==> src/rtl/serialsubtractor_32bit.sv <==
// Bit-serial subtractor: one full-adder cell computes a + ~b + ~borrowIn, one bit per clock.
// Latency WIDTH cycles from the accept edge to the done pulse; start is taken only while ready.
module serialsubtractor_32bit #(
  parameter int WIDTH = 32
) (
  input  logic             clk,
  input  logic             rst_n,
  input  logic             start,
  input  logic [WIDTH-1:0] a,
  input  logic [WIDTH-1:0] b,
  input  logic             borrowIn,
  output logic             ready,
  output logic             busy,
  output logic             done,
  output logic [WIDTH-1:0] diff,
  output logic             borrowOut
);

  localparam int CW = $clog2(WIDTH) + 1;

  typedef enum logic [1:0] {
    S_IDLE = 2'd0,
    S_RUN  = 2'd1,
    S_DONE = 2'd2
  } state_t;

  state_t           r_state;
  logic [WIDTH-1:0] r_a_sh;
  logic [WIDTH-1:0] r_b_sh;
  logic [WIDTH-1:0] r_res_sh;
  logic [WIDTH-1:0] r_diff;
  logic             r_carry;
  logic             r_borrow_out;
  logic [CW-1:0]    r_count;

  logic w_sum;
  logic w_carry;
  logic w_last;
  logic w_accept;

  assign w_sum    = r_a_sh[0] ^ r_b_sh[0] ^ r_carry;
  assign w_carry  = (r_a_sh[0] & r_b_sh[0]) | (r_a_sh[0] & r_carry) | (r_b_sh[0] & r_carry);
  assign w_last   = (r_count == CW'(WIDTH - 1));
  assign w_accept = start & ready;

  // Handshake flags come straight from the state register, never from inputs.
  assign ready     = (r_state == S_IDLE) || (r_state == S_DONE);
  assign busy      = (r_state == S_RUN);
  assign done      = (r_state == S_DONE);
  assign diff      = r_diff;
  assign borrowOut = r_borrow_out;

  always_ff @(posedge clk or negedge rst_n) begin
    if (!rst_n) begin
      r_state      <= S_IDLE;
      r_a_sh       <= '0;
      r_b_sh       <= '0;
      r_res_sh     <= '0;
      r_diff       <= '0;
      r_carry      <= 1'b0;
      r_borrow_out <= 1'b0;
      r_count      <= '0;
    end else begin
      case (r_state)
        S_RUN: begin
          r_carry  <= w_carry;
          r_a_sh   <= {1'b0, r_a_sh[WIDTH-1:1]};
          r_b_sh   <= {1'b0, r_b_sh[WIDTH-1:1]};
          r_res_sh <= {w_sum, r_res_sh[WIDTH-1:1]};
          r_count  <= r_count + CW'(1);
          if (w_last) begin
            // Subtraction borrow is the inverted carry out of a + ~b + ~bin.
            r_diff       <= {w_sum, r_res_sh[WIDTH-1:1]};
            r_borrow_out <= ~w_carry;
            r_state      <= S_DONE;
          end
        end
        default: begin
          if (w_accept) begin
            r_a_sh   <= a;
            r_b_sh   <= ~b;
            r_carry  <= ~borrowIn;
            r_res_sh <= '0;
            r_count  <= '0;
            r_state  <= S_RUN;
          end else begin
            r_state <= S_IDLE;
          end
        end
      endcase
    end
  end

endmodule
==> config.mk <==
export PLATFORM = sky130hd
export DESIGN_NAME = serialsubtractor_32bit
export DESIGN_NICKNAME = d
export VERILOG_FILES = /design/src/rtl/serialsubtractor_32bit.sv
export SDC_FILE = /design/constraint.sdc
export NUM_CORES = 1
export LEC_CHECK = 0
export ABC_AREA = 1
export CAP_MARGIN = 20
export CORE_UTILIZATION = 40
export DETAILED_ROUTE_END_ITERATION = 10
export GPL_TIMING_DRIVEN = 1
export PLACE_DENSITY = 0.69
export SYNTH_ARGS = -nofsm -noshare
export SYNTH_HDL_FRONTEND = slang
export SYNTH_SLANG_ARGS = --single-unit
==> constraint.sdc <==
create_clock -name clk -period 3.4 [get_ports clk]
set_input_delay 0.51 -clock clk [delete_from_list [all_inputs] [get_ports clk]]
set_output_delay 0.51 -clock clk [all_outputs]
set_load 0.02 [all_outputs]
==> summary.txt <==
Die
  – Die area: 14,700 sq um
  – I/O Pins: 104
  – Placement Rows: 43
  – Starting Density: 0.410
  – Core area: 13,900 sq um
  – Die height: 121 microns
  – DIE WIDTH: 121 microns

Critical path
  – Worst r2r src: r_count[1]$_DFFE_PN0P_
  – CP required: 3.68 ns
  – CP endpoint kind: register
  – Kind of critical path: reg -> reg
  – Worst r2r dst: r_state[0]$_DFFE_PN0P_
  – Crit-path cells: ha_1 -> nand3_2 -> nor2_4 -> nand2_2 -> inv_1 -> nor2_1
  – Worst path buffer plus inverter count: 1
  – Critical path arrival: 2.60 ns
  – Startpoint Class: register
  – Peak per-stage delay on the critical path: 0.61 ns
  – FF-to-FF path depth: 6
  – CP max FO: 34
  – Slowest cell on crit path: nor2_4
  – CP delay by family, top: simple AND/OR/NAND/NOR gates
  – R2R setup slack: 1.08 ns

Cells and area
  – Ant. Diodes: 0
  – Area growth from synthesis to layout: 32.4%
  – Fillers: 1,244
  – Nets: 803
  – Post-Layout Cell Count: 925
  – Fraction of layout instances using a drive strength above 1: 0.109

Clock network
  – Post-CTS Setup Repair Bufs: 0
  – CTS Root Cell: clkbuf_16
  – Worst-path clk slew: 0.06 ns
  – Sink Count: 137
  – Clock Tree Buf Depth: 2
  – H-tree Lvls: 4
  – Cts bufs inserted: 17
  – Worst-Skew Late Latency: 0.42 ns
  – Post-CTS sizing: 0
  – CTS tree: yes
  – Post-CTS Hold Fix Bufs: 0

STA
  – Setup violators final: 0
  – Fin. max-slew vios: 0
  – Fmax achieved: 0.431 GHz
  – Tmin final: 2.32 ns
  – Tcrit/Tclk final: 0.682
  – Rel. slew slack: 0.307
  – Fin worst setup slack: 1.08 ns
  – Hold Fails Final Rpt: 0
  – Worst Skew: 0.00574 ns
  – RSZ-0062 raised after global routing: false
  – Worst-Margin Slew: 1.04 ns
  – Setup total negative slack: 0 ns

Synthesis
  – Synth Instances: 639
  – Netlist cell types: 22
  – Post-synth net total: 709
  – Most frequent cell after synthesis: nand2_1
  – Number of synthesized register bits: 137
  – Syn Area/Cell: 8.91 sq um
  – Yosys top cell area share: 0.602
  – Top FF cell, synth: dfrtp_1
  – Area contributors post-synth: dfrtp_1 60%, nand2_1 16%, nand3_1 8.5%, or2_2 3.5%, o22ai_1 3.2%
  – Seq/Total Area, Yosys: 0.602
  – EDFF count, synth: 0
  – Synth area leader: dfrtp_1
  – Most frequent cells after synthesis: 247 x nand2_1, 137 x dfrtp_1, 97 x nand3_1, 37 x inv_1, 32 x or2_2
  – Ys async rst share: 1.00
  – Ys Warns: 0
  – Netlist Area Pre-Place: 5690 sq um

Outcome
  – Status: finished clean

Worst hold path
  – Hold Path Class: in -> async

Route
  – DR pass1 iterations: 5
  – Via count: 4,491
  – Drt via density: 4.86
  – Final WL: 12,000 microns
  – DRT antenna net count: 0
  – Routed WL per cell: 12.9 microns
  – Drt initial violations: 360
  – DR DRC count: 0

Power
  – Total power: 7.21 mW
  – Leak pwr: 3.56 nW
  – Max VDD drop: 0.000436 V
  – Pwr per Cell Area: 957 nW/um^2

Placement
  – Placed cells: 894
  – Worst slack, placed: 0.887 ns
  – Port Buffer Count: 103
  – Placer Congestion: 0.777
  – Final HPWL DP: 7700 microns

Global route
  – Grt total ovfl: 0
  – Initial antenna violation count: 0
  – Number of global-route vias before repair: 4,342
  – First-pass GRT wire length: 20,500 microns
  – Total GRT Usage: 0.179
  – Largest net degree at the start of global routing: 105

Run
  – Max-Cap Viols: 0
sequential cells by signal (all words and copies together), names as in the netlist:
name	flops
diff	32
r_a_sh	32
r_b_sh	32
r_res_sh	31
r_count	6
r_state	2
borrowOut	1
r_carry	1
layer usage:
layer,track usage,up-vias,routed length [microns],share of wire
met5,0,-,0,0
met4,0.0849,0,188,0.016
met3,0.0456,16,609,0.051
met2,0.281,116,5750,0.48
met1,0.231,2135,5410,0.45
li1,-,2224,-,-
per-stage QoR:
step / hold slack (ns) / instance area [sq um] / utilization
6_report: 0.144 / 7540 / 0.543
5_1_grt: 0.219 / 7540 / 0.543
4_1_cts: 0.196 / 7540 / 0.543
3_5_place_dp: 0.458 / 6840 / 0.493
3_3_place_gp: 0.454 / 6840 / 0.493
2_1_floorplan: 0.214 / 5690 / -
layout make-up:
class,count,area (sq um),area share
sequential,137,3430,0.455
multi-input combinational,426,1940,0.258
timing repair buffer,111,1090,0.145
clock buffer,19,453,0.0601
clock inverter,12,245,0.0325
tap,180,225,0.0299
inverter,40,150,0.0199
kinds of logic after synthesis:
kind of cell / count (synthesis) / synth area share
simple gates: 388 / 0.297
flops: 137 / 0.602
buf+inv: 76 / 0.0565
compound gates: 36 / 0.0385
fa+ha+maj: 2 / 0.00571
worst max path at each step:
| stage | start | endpoint | slack (ns) | depth (start not counted) |
|---|---|---|---|---|
| global route | r_count[1]$_DFFE_PN0P_ | r_state[0]$_DFFE_PN0P_ | 0.84 | 6 |
| floorplan | r_state[0]$_DFFE_PN0P_ | busy | 2.06 | 3 |
| global placement | start | r_a_sh[2]$_DFFE_PN0P_ | 0.91 | 6 |
| finish | r_count[1]$_DFFE_PN0P_ | r_state[0]$_DFFE_PN0P_ | 1.08 | 6 |
| detailed placement | start | r_a_sh[25]$_DFFE_PN0P_ | 0.89 | 6 |
| CTS | r_count[1]$_DFFE_PN0P_ | r_state[0]$_DFFE_PN0P_ | 1.03 | 6 |
where the power goes:
part / switching, mW / total, mW / internal [mW]
sequential: 0.406 / 2.77 / 2.37
clock: 0.676 / 2.16 / 1.48
combinational: 1.31 / 2.28 / 0.970
layout by cell type (no fill, tap or decap):
master / instances
nor2_4: 2
clkinv_2: 2
clkinv_4: 2
nor2_1: 4
nand3_2: 1
buf_6: 1
nand2_1: 247
or2_2: 32
buf_4: 8
nand3_1: 97
ha_1: 1
bufinv_16: 7
clkbuf_16: 17
clkdlybuf4s50_1: 102
o21ai_0: 4
o22ai_1: 29
clkbuf_8: 2
nand4_1: 1
inv_1: 37
dfrtp_1: 137
fa_1: 1
o21ai_1: 2
o211ai_1: 1
nand3b_1: 1
inv_2: 3
nand2_2: 3
clkinvlp_4: 1
Note: power is estimated with default switching activity, not from simulation.
